### config.mk
export PLATFORM = sky130hd
export DESIGN_NAME = sensor_conditioner
export DESIGN_NICKNAME = d
export VERILOG_FILES = /design/src/rtl/sensor_conditioner.sv
export SDC_FILE = /design/constraint.sdc
export NUM_CORES = 1
export LEC_CHECK = 0
export ABC_CLOCK_PERIOD_IN_PS = 9500
export BUFFER_PORTS_ARGS = -buffer_cell sky130_fd_sc_hd__buf_2
export CAP_MARGIN = 30
export CORE_MARGIN = 3
export CORE_UTILIZATION = 35
export CTS_CLUSTER_SIZE = 20
export DETAILED_ROUTE_END_ITERATION = 10
export PLACE_DENSITY = 0.6
export SLEW_MARGIN = 20
export SYNTH_ARGS = -nofsm -noshare
export SYNTH_HDL_FRONTEND = slang
export SYNTH_SLANG_ARGS = --single-unit
### constraint.sdc
create_clock -name clk_i -period 9.5 [get_ports clk_i]
set_clock_uncertainty 0.05 [all_clocks]
set_input_delay 2.85 -clock clk_i [delete_from_list [all_inputs] [get_ports clk_i]]
set_output_delay 2.85 -clock clk_i [all_outputs]
set_load 0.02 [all_outputs]
### src/rtl/sensor_conditioner.sv
// rtl/sensor_conditioner.sv - synchronises and debounces the vehicle switches, averages temperature samples
module sensor_conditioner #(
  parameter int DB_CYCLES = 500000,
  parameter int DB_W      = 20
) (
  input  logic       clk_i,
  input  logic       rst_i,
  input  logic       ing_raw_i,
  input  logic       pres_raw_i,
  input  logic [7:0] temp_raw_i,
  input  logic       temp_vld_i,
  output logic       ing_o,
  output logic       pres_o,
  output logic [4:0] temp_o,
  output logic       temp_rdy_o,
  output logic       temp_upd_o
);

  localparam logic [DB_W-1:0] DB_LAST = DB_W'(DB_CYCLES - 1);

  logic            ing_s1, ing_s2, pres_s1, pres_s2;
  logic [DB_W-1:0] ing_cnt, pres_cnt;

  // Sync stages reset to their output's reset level so no spurious edge follows reset.
  always_ff @(posedge clk_i) begin
    if (rst_i) begin
      ing_s1  <= 1'b1;
      ing_s2  <= 1'b1;
      pres_s1 <= 1'b0;
      pres_s2 <= 1'b0;
    end else begin
      ing_s1  <= ing_raw_i;
      ing_s2  <= ing_s1;
      pres_s1 <= pres_raw_i;
      pres_s2 <= pres_s1;
    end
  end

  always_ff @(posedge clk_i) begin
    if (rst_i) begin
      ing_o   <= 1'b1;
      ing_cnt <= '0;
    end else if (ing_s2 == ing_o) begin
      ing_cnt <= '0;
    end else if (ing_cnt == DB_LAST) begin
      ing_o   <= ing_s2;
      ing_cnt <= '0;
    end else begin
      ing_cnt <= ing_cnt + 1'b1;
    end
  end

  always_ff @(posedge clk_i) begin
    if (rst_i) begin
      pres_o   <= 1'b0;
      pres_cnt <= '0;
    end else if (pres_s2 == pres_o) begin
      pres_cnt <= '0;
    end else if (pres_cnt == DB_LAST) begin
      pres_o   <= pres_s2;
      pres_cnt <= '0;
    end else begin
      pres_cnt <= pres_cnt + 1'b1;
    end
  end

  logic [7:0] win [4];
  logic [9:0] sum, sum_new;
  logic [2:0] fill, fill_new;
  logic [7:0] avg;
  logic [4:0] avg_clamped;

  // Running sum: add the newest sample, drop the one leaving the window.
  always_comb begin
    sum_new     = sum + {2'b00, temp_raw_i} - {2'b00, win[3]};
    fill_new    = (fill == 3'd4) ? 3'd4 : fill + 3'd1;
    avg         = sum_new[9:2];
    avg_clamped = (avg > 8'd31) ? 5'd31 : avg[4:0];
  end

  always_ff @(posedge clk_i) begin
    if (rst_i) begin
      for (int i = 0; i < 4; i++) win[i] <= 8'd0;
      sum        <= '0;
      fill       <= '0;
      temp_o     <= '0;
      temp_rdy_o <= 1'b0;
      temp_upd_o <= 1'b0;
    end else begin
      temp_upd_o <= 1'b0;
      if (temp_vld_i) begin
        win[0] <= temp_raw_i;
        for (int i = 1; i < 4; i++) win[i] <= win[i-1];
        sum  <= sum_new;
        fill <= fill_new;
        if (fill_new == 3'd4) begin
          temp_o     <= avg_clamped;
          temp_upd_o <= 1'b1;
          temp_rdy_o <= 1'b1;
        end
      end
    end
  end

endmodule
* Word level (Yosys, flattened, before mapping)
Memories as Yosys holds them, arrays and structs flattened. Cells that the tools add are included.
Storage, ports and cells: flip-flop bits (word level) 66, bits in writable memories 32, bits of input ports 13, memories 1
Operators by class: add/subtract/negate cells 5, magnitude comparators 1, equal/unequal tests 6, muxes and demuxes 12, bitwise gates (word level) 7, reduce and logical (&&, ||, !) cells 6
Memory list:
- win | depth 4, bits a word 8, read ports 4, clocked after Yosys merged registers in 0, wr ports 4, RTL line 67 | logic [7:0] win [4];
Operators by type and width (number):
- $add A20 B1 Y20 const B | 2
- $eq A20 B19 Y1 const B | 2
- $mux W8 | 4
- $add A10 B8 Y10 | 1
- $sub A10 B8 Y10 | 1
- $gt A8 B5 Y1 const B | 1
- $eq A3 B3 Y1 const B | 2
- $mux W1 | 6
- $reduce_and A2 Y1 | 3
- $reduce_or A3 Y1 | 2
- $mux W5 | 1
- $or A1 B1 Y1 | 4
- $add A3 B1 Y3 const B | 1
- $mux W3 | 1
- $not A1 Y1 | 3
- $eq A1 B1 Y1 | 2
- $reduce_or A2 Y1 | 1

* Logic depth before layout (Yosys ltp)
Gate-level depths: netlist (run 1).
word-level depth 4, gate-level depth with buffers 10, mapped depth without buffers 10

* Least setup slack after synthesis (run 1)
No wires, ideal clock.
path kind input -> register, from in temp_raw_i[4], to reg temp_o[4], library setup time 0.137 ns, arrival 4.921 ns, slack 4.392 ns, stages on the path 10, buffers on the path 1, cells stage by stage inv_1 fa_1 inv_1 ha_1 buf_6 a21oi_1 o21ai_1 or4b_1 a22oi_1 a31oi_1
On the way: cells in the longest elaborated chain, start to end 4
Ends and longest elaborated chain:
- start: declaration | RTL line 10 | input logic [7:0] temp_raw_i,
- $add A10 B8 Y10 * | RTL line 75 | sum_new = sum + {2'b00, temp_raw_i} - {2'b00, win[3]};
- $sub A10 B8 Y10 * | RTL line 75
- $gt A8 B5 Y1 | RTL line 78 | avg_clamped = (avg > 8'd31) ? 5'd31 : avg[4:0];
- $mux W5 * | RTL line 78
- end signal: assignment | RTL line 97 | temp_o <= avg_clamped;
- end: declaration | RTL line 14 | output logic [4:0] temp_o,
Mark *: on every way between the ends. The rest lies on a longest branch, timed or not. A chain may end at the register's enable or synchronous reset.

* Worst setup path in the final report (run 1)
Ends and elaborated chain as after synthesis.

==> results by group, run 1 <==
Yosys
  • Syn Area/Cell: 9.887 sq um
  • #FFs+latches synth: 98
  • Post-synthesis mux area share: 1.125%
  • Post-synth top cells: 66 x dfxtp_1, 60 x nor2_1, 41 x inv_1
  • Synth Area in Simple Gates: 21.93%
  • XOR/XNOR Fraction of Synth Area: 8.262%
  • Post-synth EDFFs: 32
  • Main combinational cell family by area after synthesis: simple AND/OR/NAND/NOR gates
  • Area leader, netlist: dfxtp_1
  • Post-synthesis cell area: 4558 sq um
  • Seq/Total Area, Yosys: 50.07%
  • Syn_nets: 496
  • Post-synth top flop: dfxtp_1
  • Unique masters post-synth: 50
  • Post-synthesis compound-gate area fraction: 6.286%
  • Cells after synthesis: 461
  • Synth warnings: 0
  • Top-count cell post-synth: dfxtp_1
  • Share of the synthesized area in the top cell type: 28.99%
  • Asr flop ratio synth: 0%
  • Post-synthesis adder-cell area fraction: 7.357%
  • Synth area leaders: dfxtp_1 29%, edfxtp_1 21%, nor2_1 4.9%, xor2_1 4.4%, and2_1 3.8%

STA
  • # setup viols final: 0
  • Fin crit share: 52.02%
  • Tmin final: 4942 ps
  • Slew HR: 55.55%
  • TNS Setup: 0 ps
  • Final hold vios: 0
  • Max frequency: 0.2023 GHz
  • Worst slew pin tran: 666.7 ps
  • RSZ-0062 raised after global routing: false
  • Slew Limit Fails: 0

Clocking
  • Root buffer cell: clkbuf_16
  • Cts hold-fix bufs: 0
  • CTS clk-pin slew, worst paths: 60 ps
  • CTS tree: built
  • Post_cts resized: 0
  • H-tree Lvls: 3
  • Worst-Skew Late Latency: 350 ps
  • Clock sinks: 98
  • Post-CTS Setup Bufs: 0
  • Total CTS buffers: 9
  • Max Root-Sink Buffers: 2

Power
  • PD cells: 213.6 nW/um^2
  • Leakage: 0.001963 uW
  • Peak supply drop: 0.1271 mV
  • Overall power: 1090 uW

Die
  • DIE WIDTH: 120.1 um
  • Die Ht: 120.1 um
  • Core box area: 12670 sq um
  • Site Rows: 41
  • Num ports: 22
  • Starting Density: 35.97%
  • Total die area: 14430 sq um

Cells and area
  • Post-Layout Cell Count: 658
  • Filler cell count: 1252
  • Layout area overhead: 12.00%
  • Share of cells above drive strength 1: 9.465%
  • Final Net Count: 516
  • Post-layout util: 40.29%
  • N_diodes: 0

Hold path
  • Hold/Removal Path Class: reg2reg

Placed design
  • Placed Cells: 642
  • Gpl congestion: 0.8844
  • IO Port Bufs: 21
  • Hpwl dp: 5785 um

Worst setup path
  • Startpoint types: primary input
  • Data arrival time of the critical path: 5100 ps
  • Worst path required time: 9660 ps
  • Worst setup path category: in2reg
  • Worst Setup End Kind: flip-flop
  • Crit Path Max Fanout: 7

Detailed routing
  • Vias: 3112
  • WL per Instance: 12.35 um
  • Drt initial violations: 243
  • Post-route ant nets: 0
  • DRT Wirelength: 8125 um
  • DRC Markers: 0
  • Drt via density: 4.729
  • Drt pass-1 iters: 4

GRT
  • First-pass GRT wire length: 14440 um
  • Largest net degree at the start of global routing: 35
  • Total grt overflow: 0
  • Vias in the first global route: 3052
  • Initial antenna violation count: 0
  • GRT Total Usage: 12.64%

Flow run
  • Max Cap Viol: 0

Run status
  • Status: finished, final reports clean
## final cells by class
type                       instances  area [sq um]  area share (%)
clock inverter                     7         55.05           1.078
clock buffer                       9         225.2           4.412
inverter                          42         157.7           3.088
sequential                        98          2282           44.71
timing repair buffer              23         120.1           2.353
tap                              172         215.2           4.216
multi-input combinational        307          2049           40.15
## state kept, by name, summed over array words and instances, names as in the netlist
| signal | count |
|---|---|
| pres_s2 | 1 |
| temp_rdy_o | 1 |
| pres_o | 1 |
| temp_o | 5 |
| win | 32 |
| ing_s1 | 1 |
| sum | 10 |
| temp_upd_o | 1 |
| ing_o | 1 |
| ing_s2 | 1 |
| pres_cnt | 20 |
| pres_s1 | 1 |
| fill | 3 |
| ing_cnt | 20 |
## critical path, stage by stage
cell,delay (ps)
buf_2,70
inv_1,50
fa_1,530
inv_1,40
ha_1,380
a21oi_1,190
o21ai_1,140
or4b_1,550
a22oi_1,200
a31oi_1,100
## power breakdown
| part | switching [uW] | internal, uW |
|---|---|---|
| Sequential | 10.8 | 459 |
| Clock | 161 | 179 |
| Combinational | 174 | 107 |
| Total | 345 | 745 |
## layout by cell type (no fill, tap or decap), types with 5 or more instances in the layout
master	count
ha_1	14
nand3_1	19
clkbuf_16	9
nand2_1	23
and2_1	28
o21ai_0	5
nor3_1	6
nand4_1	16
nor2_1	60
xnor2_1	20
and3_1	5
buf_2	21
dfxtp_1	66
fa_1	8
edfxtp_1	32
xor2_1	23
a21oi_1	22
nand2b_1	9
inv_1	41
## metal layers
metal	global-route usage (%)	routed length [um]	up-vias
met5	0	0	-
met2	20.02	3727	53
met4	5.082	156	0
met3	4.147	361	13
met1	15.94	3880	1453
li1	-	-	1593
## logic make-up after synthesis
family | count (synthesis)
AND/OR/NAND/NOR | 192
XOR/XNOR | 43
adder cells (fa/ha/maj) | 22
buffers and inverters | 56
multiplexers | 5
flip-flops | 98
AO/OA/AOI/OAI | 45
## through the flow
| stage | cell area, sq um | hold slack [ps] | setup WS (ps) |
|---|---|---|---|
| 2_1_floorplan | 4558 | 339.5 | 4392 |
| 3_3_place_gp | 4825 | 346.0 | 4219 |
| 3_5_place_dp | 4825 | 346.7 | 4198 |
| 4_1_cts | 5105 | 371.2 | 4570 |
| 5_1_grt | 5105 | 399.3 | 4364 |
| 6_report | 5105 | 373.6 | 4558 |
## path summary, 6_finish.rpt
check                                 from                     end  slack, ps  cells past startpoint
setup / recovery             temp_raw_i[4]  temp_o[4]$_SDFFE_PP0P_       4560                     10
hold / removal           ing_s1$_SDFF_PP1_       ing_s2$_SDFF_PP1_        370                      1
setup reg to reg  win[0][28]$_SDFFCE_PN0P_  temp_o[4]$_SDFFE_PP0P_       6830                      8
hold reg to reg          ing_s1$_SDFF_PP1_       ing_s2$_SDFF_PP1_        370                      1
(Power assumes the default switching activity.)
==> run 2, diff against run 1 <==
--- a/config.mk
+++ b/config.mk
@@ -5,14 +5,15 @@
 export SDC_FILE = /design/constraint.sdc
 export NUM_CORES = 1
 export LEC_CHECK = 0
-export ABC_CLOCK_PERIOD_IN_PS = 9500
+export ABC_AREA = 1
+export ABC_CLOCK_PERIOD_IN_PS = 4500
 export BUFFER_PORTS_ARGS = -buffer_cell sky130_fd_sc_hd__buf_2
 export CAP_MARGIN = 30
 export CORE_MARGIN = 3
 export CORE_UTILIZATION = 35
 export CTS_CLUSTER_SIZE = 20
 export DETAILED_ROUTE_END_ITERATION = 10
-export PLACE_DENSITY = 0.6
+export PLACE_DENSITY = 0.62
 export SLEW_MARGIN = 20
 export SYNTH_ARGS = -nofsm -noshare
 export SYNTH_HDL_FRONTEND = slang
==> constraint.sdc (replaced) <==
create_clock -name clk_i -period 4.5 [get_ports clk_i]
set_clock_uncertainty 0.05 [all_clocks]
set_input_delay 1.35 -clock clk_i [delete_from_list [all_inputs] [get_ports clk_i]]
set_output_delay 1.35 -clock clk_i [all_outputs]
set_load 0.02 [all_outputs]
==> run 2 against run 1 <==
Against the previous run: design area up 8.6%; worst hold slack worse by 20 ps; count of clock-buffer cells in the layout up 4; utilization up 0.76 points; synthesized cell count up 36%; final cell count up 26%; sequential power up 110%; global-route usage down 0.18 points; sequential share of layout area down 3.5 points; via count up 21%.
==> results by group, run 2 <==
Die
  • Site Rows: 42 (+2.4%)
  • DIE WIDTH: 124.9 um (+4.0%)
  • Die Ht: 124.9 um (+4.0%)
  • Core box area: 13510 sq um (+6.6%)
  • Num ports: 22 (unchanged)
  • Starting Density: 36.63% (+0.66 points)
  • Total die area: 15600 sq um (+8.1%)

GRT
  • GR Util met3: 2.959% (-1.2 points)
  • Met2 Track Usage GR: 20.32% (+0.30 points)
  • Largest net degree at the start of global routing: 37 (+5.7%)
  • Most Crowded Layer GR: met2
  • Initial antenna violation count: 0 (unchanged)
  • First-pass GRT wire length: 16260 um (+13%)
  • Met1 usage: 16.14% (+0.20 points)
  • Total grt overflow: 0 (unchanged)
  • Vias in the first global route: 3627 (+19%)
  • GRT Total Usage: 12.46% (-0.18 points)

STA
  • Max frequency: 0.3082 GHz
  • Fin crit share: 72.09%
  • Worst Setup Slack, final: 1256 ps (-3302 ps)
  • # setup viols final: 0 (unchanged)
  • Tmin final: 3244 ps
  • Final hold vios: 0 (unchanged)
  • TNS Setup: 0 ps (unchanged)
  • Slew Limit Fails: 0 (unchanged)
  • Worst slew pin tran: 832.3 ps (+165.6 ps)
  • Slew HR: 44.35% (-11 points)
  • RSZ-0062 raised after global routing: false

Clocking
  • Cts hold-fix bufs: 0 (unchanged)
  • Worst-Skew Late Latency: 340 ps (about the same)
  • Post_cts resized: 0 (unchanged)
  • Max Root-Sink Buffers: 2 (unchanged)
  • Clock sinks: 98 (unchanged)
  • CTS tree: built
  • H-tree Lvls: 3 (unchanged)
  • Root buffer cell: clkbuf_16
  • Post-CTS Setup Bufs: 0 (unchanged)
  • CTS clk-pin slew, worst paths: 70 ps (about the same)
  • Total CTS buffers: 9 (unchanged)

Run status
  • Status: finished, final reports clean

Flow run
  • Max Cap Viol: 0 (unchanged)

Yosys
  • Share of the synthesized area in the top cell type: 26.71% (-2.3 points)
  • Unique masters post-synth: 36 (-28%)
  • Post-synth EDFFs: 32 (unchanged)
  • Synth area leaders: dfxtp_1 27%, edfxtp_1 19%, nand2_1 9.4%, inv_1 8.5%, nor2_1 7.3%
  • Area leader, netlist: dfxtp_1
  • Post-synthesis cell area: 4947 sq um (+8.5%)
  • Cells after synthesis: 626 (+36%)
  • Post-synth top cells: 124 x nand2_1, 112 x inv_1, 96 x nor2_1
  • Syn_nets: 661 (+33%)
  • Top-count cell post-synth: nand2_1
  • Asr flop ratio synth: 0% (unchanged)
  • Post-synth top flop: dfxtp_1
  • Seq/Total Area, Yosys: 46.13% (-3.9 points)
  • Syn Area/Cell: 7.903 sq um (-20%)
  • #FFs+latches synth: 98 (unchanged)
  • Synth warnings: 0 (unchanged)

Power
  • Internal Power: 1638 uW (+120%)
  • PD cells: 434.9 nW/um^2 (+100%)
  • Power share of the combinational group: 26.8% (+1.1 points)
  • Power share of the sequential group: 41.1% (-2.0 points)
  • Clock Power Share: 32.1% (+0.9 points)
  • Net Sw Frac: 32.08% (+0.45 points)
  • Psw: 773.6 uW (+120%)
  • Peak supply drop: 0.2208 mV (+74%)
  • Leakage: 0.002309 uW (+18%)

Detailed routing
  • Drt via density: 4.530 (-4.2%)
  • Post-route ant nets: 0 (unchanged)
  • Drt pass-1 iters: 4 (unchanged)
  • DRC Markers: 0 (unchanged)
  • Drt initial violations: 310 (+28%)
  • Vias: 3769 (+21%)
  • WL per Instance: 11.05 um (-11%)
  • DRT Wirelength: 9194 um (+13%)

Worst setup path
  • Data arrival time of the critical path: 3440 ps (-1660 ps)
  • Startpoint types: primary input
  • Crit path cell chain: buf_2, inv_1, fa_1, inv_1, fa_1, nand2_1, nand2_1, nand3_1, nand2_1, nand2_1, nand2_1, nor2_2, nand3_1, nand2_1, inv_1
  • Reg2reg path depth: 13 (+5)
  • Critical path's top delay family: adder cells
  • Crit-path slowest cell: fa_1
  • R2R Path Start: win[0][30]$_SDFFCE_PN0P_
  • Crit Path Max Fanout: 5 (-2)
  • Worst setup path category: in2reg
  • Crit path buf inv count: 4 (+1)
  • Slowest stage delay, CP: 540 ps (about the same)
  • CP dominant cell by count: nand2_1
  • Worst Setup End Kind: flip-flop
  • Flop-to-flop setup slack: 2040 ps (-4790 ps)
  • Worst path required time: 4690 ps (-4970 ps)
  • RR Endpoint: temp_o[2]$_SDFFE_PP0P_

Cells and area
  • Most frequent cells in the layout: 124 x nand2_1, 112 x inv_1, 96 x nor2_1
  • Final Net Count: 686 (+33%)
  • Layout area overhead: 12.06% (about the same)
  • N_diodes: 0 (unchanged)
  • Final Instance Area: 5544 sq um (+8.6%)
  • Reg with most FFs: win
  • Max reg flops: 32 (unchanged)
  • Largest regs: win x32, ing_cnt x20, pres_cnt x20
  • Share of cells above drive strength 1: 11.28% (+1.8 points)
  • Most common cell after layout, fill and taps aside: nand2_1

Hold path
  • Hold path startpoint: pres_s1$_SDFF_PP0_
  • Hold Path End: pres_s2$_SDFF_PP0_
  • Hold/Removal Path Class: reg2reg
  • WHS Path Cells: 2 (+1)

Placed design
  • Gpl congestion: 0.8910 (+0.75%)
  • Hpwl dp: 6674 um (+15%)
  • IO Port Bufs: 21 (unchanged)
  • DP Worst Slack: 898.8 ps (-3300 ps)
  • Dpl cell area: 5240 sq um (+8.6%)
[run 2: cell count changes after synthesis, moves of 9 or more]
| cell | delta |
|---|---|
| xnor2_1 | -13 |
| nand2_1 | +101 |
| inv_1 | +71 |
| and2_1 | -28 |
| o21ai_0 | +15 |
| xor2_1 | -12 |
| nand2b_1 | -9 |
| nor2_1 | +36 |
| nand3_1 | +12 |
[run 2: how the worst max path moves through the flow]
stage / start / endpoint / slack (ps) / depth (start not counted)
2_1_floorplan: temp_raw_i[1] / temp_o[1]$_SDFFE_PP0P_ / 1180 / 14
3_3_place_gp: temp_raw_i[1] / temp_o[0]$_SDFFE_PP0P_ / 930 / 15
6_report: temp_raw_i[1] / temp_o[2]$_SDFFE_PP0P_ / 1260 / 15
3_5_place_dp: temp_raw_i[1] / temp_o[3]$_SDFFE_PP0P_ / 900 / 15
4_1_cts: temp_raw_i[1] / temp_o[4]$_SDFFE_PP0P_ / 1260 / 15
5_1_grt: temp_raw_i[5] / temp_o[3]$_SDFFE_PP0P_ / 1050 / 15
[run 2: area by class of cell]
class | count | area [sq um]
multi-input combinational | 398 | 2160
tap | 176 | 220.2
clock inverter | 3 | 18.77
sequential | 98 | 2282
inverter | 120 | 450.4
timing repair buffer | 24 | 127.6
fill | 1322 | 7961
clock buffer | 13 | 285.3
[run 2: power groups by stage]
stage               sequential [uW]  combinational [uW]  clock (uW)
floorplan                      1010                 500           0
global placement               1010                 617           0
detailed placement             1010                 628           0
CTS                             991                 645         791
global route                    996                 754         834
finish                          991                 647         773
[run 2: through the flow]
stage / utilization, % / hold WS (ps) / power [uW] / cells
after detailed placement: 38.80 / 347.8 / 1638 / 816
after CTS: 41.05 / 357.6 / 2427 / 832
after global routing: 41.05 / 366.2 / 2584 / 832
final: 41.05 / 353.4 / 2411 / 832
after floorplan: - / 338.3 / 1506 / 626
after global placement: 38.80 / 346.6 / 1626 / 816
[run 2: layer usage]
metal | routed length, um | share of wire [%]
met1 | 4586 | 50
met2 | 4164 | 45
met3 | 291 | 3.2
met4 | 153 | 1.7
met5 | 0 | 0
[run 2: kinds of logic after synthesis]
group / Yosys count / share of synthesized area, %
fa+ha+maj: 22 / 6.778
compound gates: 42 / 4.401
buf+inv: 130 / 10.22
xor+xnor: 18 / 3.187
simple gates: 316 / 29.29
flops: 98 / 46.13
[run 2: worst min-delay path, delay by kind of cell, from the launching register on]
family / cells / cell delay, ps
flops: 1 / 300
simple gates: 1 / 30
buf+inv: 1 / 40
